**config.mk**
```make
export PLATFORM = sky130hd
export DESIGN_NAME = sound_arbiter
export DESIGN_NICKNAME = d
export VERILOG_FILES = /design/src/rtl/sound_arbiter.sv
export SDC_FILE = /design/constraint.sdc
export NUM_CORES = 1
export LEC_CHECK = 0
export BUFFER_PORTS_ARGS = -buffer_cell sky130_fd_sc_hd__buf_2
export CORE_MARGIN = 3
export CORE_UTILIZATION = 55
export CTS_BUF_LIST = sky130_fd_sc_hd__clkbuf_8
export CTS_CLUSTER_DIAMETER = 60
export DETAILED_ROUTE_END_ITERATION = 10
export PLACE_DENSITY = 0.75
export SLEW_MARGIN = 20
export SYNTH_ARGS = -nofsm -noshare
export SYNTH_HDL_FRONTEND = slang
export SYNTH_SLANG_ARGS = --single-unit
```
**constraint.sdc**
```tcl
create_clock -name clk -period 3.1 [get_ports clk]
set_clock_uncertainty 0.2 [all_clocks]
set_input_delay 0.155 -clock clk [delete_from_list [all_inputs] [get_ports clk]]
set_output_delay 0.155 -clock clk [all_outputs]
set_load 0.02 [all_outputs]
```
**src/rtl/sound_arbiter.sv**
```systemverilog
// Round-robin arbiter that lets several requesters share one sound_controller.
// A granted code is played for TONE_CYCLES clocks, then GAP_CYCLES clocks of forced mute follow.
module sound_arbiter #(
  parameter int N_REQ       = 4,
  parameter int TONE_CYCLES = 1200000,
  parameter int GAP_CYCLES  = 120000,
  parameter int CNT_W       = 24
) (
  input  logic               clk,
  input  logic               clr,
  input  logic [N_REQ-1:0]   req,
  input  logic [2*N_REQ-1:0] req_code,
  output logic [1:0]         code_sound,
  output logic               mute,
  output logic [N_REQ-1:0]   grant,
  output logic               busy,
  output logic [N_REQ-1:0]   pending
);

  localparam int IDX_W = (N_REQ > 1) ? $clog2(N_REQ) : 1;

  typedef enum logic [1:0] {
    IDLE = 2'b00,
    PLAY = 2'b01,
    GAP  = 2'b10
  } state_t;

  state_t             state_r;
  logic [N_REQ-1:0]   pending_r;
  logic [1:0]         codes_r [N_REQ];
  logic [IDX_W-1:0]   last_r;
  logic [CNT_W-1:0]   cnt_r;
  logic [1:0]         code_sound_r;
  logic               mute_r;
  logic [N_REQ-1:0]   grant_r;
  logic               busy_r;

  logic [IDX_W-1:0]   win_s;
  logic               win_valid_s;
  logic [N_REQ-1:0]   pend_next_s;

  // Pick the first pending requester after the last winner, wrapping around.
  always_comb begin
    win_s       = '0;
    win_valid_s = 1'b0;
    for (int k = 1; k <= N_REQ; k++) begin
      logic [IDX_W-1:0] idx_v;
      idx_v = IDX_W'((int'(last_r) + k) % N_REQ);
      if (!win_valid_s && pending_r[idx_v]) begin
        win_valid_s = 1'b1;
        win_s       = idx_v;
      end else begin
        win_valid_s = win_valid_s;
      end
    end
  end

  // Next pending set: the grant clears the winner, but a new pulse in the same cycle re-queues it.
  always_comb begin
    pend_next_s = pending_r;
    if (state_r == IDLE && win_valid_s) begin
      pend_next_s[win_s] = 1'b0;
    end else begin
      pend_next_s = pending_r;
    end
    pend_next_s = pend_next_s | req;
  end

  // Request latch, arbitration FSM and registered outputs.
  always_ff @(posedge clk) begin
    if (clr) begin
      state_r      <= IDLE;
      pending_r    <= '0;
      for (int i = 0; i < N_REQ; i++) codes_r[i] <= 2'b00;
      last_r       <= IDX_W'(N_REQ - 1);
      cnt_r        <= '0;
      code_sound_r <= 2'b00;
      mute_r       <= 1'b1;
      grant_r      <= '0;
      busy_r       <= 1'b0;
    end else begin
      pending_r <= pend_next_s;
      for (int i = 0; i < N_REQ; i++) begin
        if (req[i]) codes_r[i] <= req_code[2*i +: 2];
      end
      grant_r <= '0;
      case (state_r)
        IDLE: begin
          if (win_valid_s) begin
            state_r      <= PLAY;
            code_sound_r <= codes_r[win_s];
            mute_r       <= 1'b0;
            grant_r      <= N_REQ'(1'b1) << win_s;
            busy_r       <= 1'b1;
            last_r       <= win_s;
            cnt_r        <= CNT_W'(TONE_CYCLES - 1);
          end else begin
            mute_r <= 1'b1;
            busy_r <= 1'b0;
          end
        end
        PLAY: begin
          if (cnt_r == '0) begin
            mute_r       <= 1'b1;
            code_sound_r <= 2'b00;
            if (GAP_CYCLES > 0) begin
              state_r <= GAP;
              cnt_r   <= CNT_W'(GAP_CYCLES - 1);
            end else begin
              state_r <= IDLE;
              busy_r  <= 1'b0;
            end
          end else begin
            cnt_r <= cnt_r - CNT_W'(1'b1);
          end
        end
        GAP: begin
          if (cnt_r == '0) begin
            state_r <= IDLE;
            busy_r  <= 1'b0;
          end else begin
            cnt_r <= cnt_r - CNT_W'(1'b1);
          end
        end
        default: begin
          state_r      <= IDLE;
          mute_r       <= 1'b1;
          busy_r       <= 1'b0;
          code_sound_r <= 2'b00;
          cnt_r        <= '0;
        end
      endcase
    end
  end

  assign code_sound = code_sound_r;
  assign mute       = mute_r;
  assign grant      = grant_r;
  assign busy       = busy_r;
  assign pending    = pending_r;

endmodule

```
[Yosys cells after proc, flatten, opt, wreduce, memory -nomap -nowiden]
Memories as Yosys holds them, arrays and structs flattened.
Cells that the tools add are included.
Storage, ports and cells
  logic and storage cells: 108
  register bits: 40
  memories kept: 1
  output and inout bits: 12
  input bits: 14
  memory bits (writable): 8
Operators by class
  shift-type cells: 1
  bitwise operators: 11
  reduce and logical (&&, ||, !) cells: 17
  order comparisons: 6
  multiplexer cells: 53
  add/sub/neg operators: 5
  equality and inequality tests: 6
Memories
  codes_r: depth 4, width 2, read ports 1, clocked after Yosys merged registers in 0, write ports 4, line 30  | logic [1:0] codes_r [N_REQ];
Operators by type and width (count)
  $mux W24: 3
  $pmux W24 S3: 1
  $mux W1: 27
  $logic_not A24 Y1: 1
  $mux W2: 12
  $sub A24 B1 Y24 const B: 1
  $lt A2 B3 Y1 const B: 5
  $pmux W2 S3: 2
  $bmux W1 S2: 4
  $ne A2 B2 Y1 const B: 4
  $reduce_and A2 Y1: 4
  $pmux W1 S3: 2
  $reduce_and A3 Y1: 2
  $logic_and A1 B1 Y1: 5
  $add A2 B1 Y2 const B: 2
  $add A2 B2 Y2 const B: 2
  $and A4 B4 Y4: 1
  $mux W4: 1
  $not A1 Y1: 4
  $not A4 Y4: 1
  $or A1 B1 Y1: 4
  $or A4 B4 Y4: 1
  $shl A1 B2 Y4 const A: 1
  $logic_not A1 Y1: 3
  6 further kinds: 6

[Longest topological paths before layout]
  depth in word-level cells: 21
  mapped depth: 8
  mapped depth without buffers: 7

[Least setup slack after synthesis]
No wires, ideal clock.
  path type: register -> register
  start: register cnt_r[0]
  end: register cnt_r[22]
  arrival: 1.910 ns
  buffers on the path: 0
  clock period less this slack: 2.233 ns
  setup time: 0.122 ns
  required time: 2.778 ns
  cell stages (with the launch flop): 8
  slack: 0.867 ns
  path through: dfxtp_1 -> inv_1 -> ha_1 -> nor4b_1 -> nand4_2 -> or4_1 -> xor2_1 -> nor2_1
Between the ends
  cells in the longest elaborated chain, start to end: 3
  elaborated cells on any way between the ends: 7
  classes of those cells: add/sub (1); eq/ne (1); mux (3); reduce/logical (2)
Ends and longest elaborated chain
  from (decl): line 32  | logic [CNT_W-1:0] cnt_r;
  from (signal assigned): line 96  | cnt_r <= CNT_W'(TONE_CYCLES - 1);
  from (signal assigned): line 108  | cnt_r <= CNT_W'(GAP_CYCLES - 1);
  from (signal assigned): line 114  | cnt_r <= cnt_r - CNT_W'(1'b1);
  $sub A24 B1 Y24 / $logic_not A24 Y1 (equally long branches)
  $mux W24, or another cell as far along: line 118  | if (cnt_r == '0) begin
  $pmux W24 S3 / $reduce_and A2 Y1 (equally long branches)
Several ways; a longest one is shown, not always the timed one. The select of a mux whose other input is x is not followed.
A chain may end at the register's enable or synchronous reset.

[Final worst setup path]
Same ends and word-level chain as after synthesis.

==> insert_results.sql <==
INSERT INTO impl_metrics (metric_group, metric, value, unit) VALUES
('worst_setup_path', 'critical_path_launch_point_type', 'flop', ''),
('timing', 'final-max-slew-violation-count', '0', ''),
('synthesis', 'yosys-top-cells-area', 'dfxtp_1 (31%), edfxtp_1 (9.2%), a21oi_1 (5.2%)', ''),
('worst_setup_path', 'reg2reg_from', 'cnt_r[0]', ''),
('drt', 'detail-route-antenna-nets', '0', ''),
('power_and_ir_drop', 'power.ir.vdd_worst', '0.259', 'mV'),
('timing', 'setup_repair_after_global_routing_missed_its_margin', 'no', ''),
('power_and_ir_drop', 'p_comb_share', '24.6', '%'),
('floorplan', 'floorplan.rows', '24', ''),
('drt', 'dr_iter_0_viols', '197', ''),
('power_and_ir_drop', 'cellPowerDensity', '504', 'nW/um^2'),
('clocking', 'cts_htree_levels', '2', ''),
('drt', 'route.detailed.vias_per_inst', '6.26', ''),
('timing', 'layout_worst_path_cycle_share', '82.4', '%'),
('floorplan', 'io_pins', '26', ''),
('synthesis', 'synth.cell_area', '2600', 'sq um'),
('worst_setup_path', 'timing.critical_path.depth', '7', ''),
('power_and_ir_drop', 'total_switching_power', '0.501', 'mW'),
('placement', 'minimum_setup_slack_after_placement', '0.606', 'ns'),
('final_layout', 'most-common-layout-cells', 'dfxtp_1 (40), a21oi_1 (27), buf_2 (25), nor2_1 (23), nand2_1 (22)', ''),
('clocking', 'tritoncts.num_buffers', '5', ''),
('timing', 'max_slew.worst_pin.slew', '0.708', 'ns'),
('worst_setup_path', 'critical_path.max_fanout', '10', ''),
('timing', 'relSlewSlack', '52.8', '%'),
('power_and_ir_drop', 'intPower', '1.00', 'mW'),
('worst_setup_path', 'crit_type', 'reg2reg', ''),
('worst_setup_path', 'critical-path-max-stage-delay', '0.46', 'ns'),
('worst_setup_path', 'rr_worst_depth', '7', ''),
('global_route', 'grt_max_degree', '25', ''),
('drt', 'wl_met1', '3170', 'um'),
('synthesis', 'area_leader_netlist', 'dfxtp_1', ''),
('floorplan', 'placeableCoreArea', '4470', 'sq um'),
('drt', 'first_pass_iters', '5', ''),
('power_and_ir_drop', 'leakagePower', '1.19', 'nW'),
('worst_setup_path', 'timing.critical_path.slowest_stage_cell', 'and4_1', ''),
('synthesis', 'synthDistinctLibCells', '62', ''),
('synthesis', 'synth_async_sr_flop_share', '0', '%'),
('worst_setup_path', 'worst_ep_arrival', '2.55', 'ns'),
('placement', 'detailedPlacementHpwl', '4550', 'um'),
('outcome', 'run_status', 'finished clean', ''),
('timing', 'fmax', '391', 'MHz'),
('worst_setup_path', 'setup.reg_to_reg.worst_slack', '0.54', 'ns'),
('drt', 'wl_per_cell', '17.3', 'um'),
('timing', 'fin_setup_tns', '0', 'ns'),
('drt', 'topRoutingLayerUsed', 'met4', ''),
('clocking', 'clkSinkCount', '48', ''),
('floorplan', 'die_w', '74.8', 'um'),
('global_route', 'antenna_found_initial', '0', ''),
('final_layout', 'layout-drive-gt1-share', '16.8', '%'),
('final_layout', 'diodes', '0', ''),
('drt', 'route.final.wire_length', '6700', 'um'),
('run', 'maxCapViolations', '0', ''),
('worst_setup_path', 'worstPathRequired', '3.09', 'ns'),
('synthesis', 'ys_ff_latch', '48', ''),
('final_layout', 'post-route-util', '66.6', '%'),
('clocking', 'cts.root.buffer_cell', 'clkbuf_8', ''),
('placement', 'io_buffer_count', '25', ''),
('global_route', 'grt.overflow.total', '0', ''),
('power_and_ir_drop', 'clock_power_share', '24.6', '%'),
('clocking', 'post_cts.resized_instances', '0', ''),
('worst_setup_path', 'cp-end-kind', 'flop', ''),
('final_layout', 'stdcell_area', '2980', 'sq um'),
('worst_setup_path', 'critical_path.n_buffers_inverters', '1', ''),
('worst_setup_path', 'cp-endpoint', 'cnt_r[22]', ''),
('clocking', 'postCtsSetupBuffers', '0', ''),
('global_route', 'global_route_wire_length_before_repair', '11300', 'um'),
('synthesis', 'synth_top_area_share', '30.8', '%'),
('synthesis', 'yosysWarningCount', '0', ''),
('floorplan', 'initial_utilization', '58.2', '%'),
('final_layout', 'n_fill_cell', '381', ''),
('synthesis', 'synth_enable_flop_cells', '8', '');
-- cells by family (layout without fill, tap and decap cells) --
kind of cell    after synthesis  after routing  synth area share, %
compound gates               98             98                 25.4
xor+xnor                      7              7                 2.36
buf+inv                      26             65                 5.29
mux                           5              5                 1.92
simple gates                110            110                 24.6
flops                        48             48                 40.0
fa+ha+maj                     1              1                0.481
-- power by group through the flow --
stage | registers [mW] | logic [mW] | clock network (mW)
after floorplan | 0.766 | 0.261 | 0
after global placement | 0.772 | 0.344 | 0
after detailed placement | 0.775 | 0.347 | 0
after CTS | 0.760 | 0.363 | 0.377
after global routing | 0.774 | 0.408 | 0.403
final | 0.763 | 0.369 | 0.368
-- how the worst min path moves through the flow --
| stage | start | end | slack [ns] | depth (start not counted) |
|---|---|---|---|---|
| CTS | clr | state_r[1] | 0.06 | 2 |
| detailed placement | req[1] | pending[1] | 0.26 | 3 |
| global route | clr | state_r[1] | 0.08 | 2 |
| finish | clr | state_r[1] | 0.08 | 2 |
| floorplan | req[0] | pending[0] | 0.11 | 2 |
| global placement | req[1] | pending[1] | 0.25 | 3 |
-- routing by layer --
layer  global-route usage [%]  vias up
met2                     40.9       75
met3                     6.28       12
li1                         -     1195
met5                        0        -
met1                     36.8     1136
met4                     9.29        0
-- layout make-up --
class | count | area, sq um | share of cell area, %
well taps | 52 | 65.1 | 2.18
repair buffers | 46 | 323 | 10.8
flip-flops and latches | 48 | 1040 | 34.9
clock inverters | 3 | 16.3 | 0.546
inverters | 11 | 41.3 | 1.39
multi-input cells | 221 | 1420 | 47.8
clock buffers | 5 | 68.8 | 2.31
-- Yosys cell counts (all sizes together) (6+ instances only) --
cell type	number
nor2	23
and3	11
o21ai	19
a31oi	7
nand2b	6
or4	10
edfxtp	8
o211ai	7
clkbuf	8
nand3	6
nor3	6
o31ai	8
inv	11
dfxtp	40
a21oi	27
nand2	22
-- worst reg2reg max path, stage by stage, from the launching register on --
cell	delay, ns
dfxtp_1	0.34
inv_1	0.09
ha_1	0.23
nor4b_1	0.41
and4_1	0.46
a21boi_0	0.26
o21ai_2	0.37
nor2_1	0.09
-- stage by stage --
step,hold slack (ns),total power [mW],cells
2_1_floorplan,0.105,1.03,295
3_3_place_gp,0.245,1.12,362
3_5_place_dp,0.261,1.12,362
4_1_cts,0.0582,1.50,386
5_1_grt,0.0809,1.59,386
6_report,0.0802,1.50,386
-- registers in the layout, indices dropped and copies added (netlist names) --
name	flops
busy	1
cnt_r	24
code_sound	2
codes_r	8
grant	4
last_r	2
mute	1
pending	4
state_r	2
No activity file was read; power rests on OpenSTA's default activity.
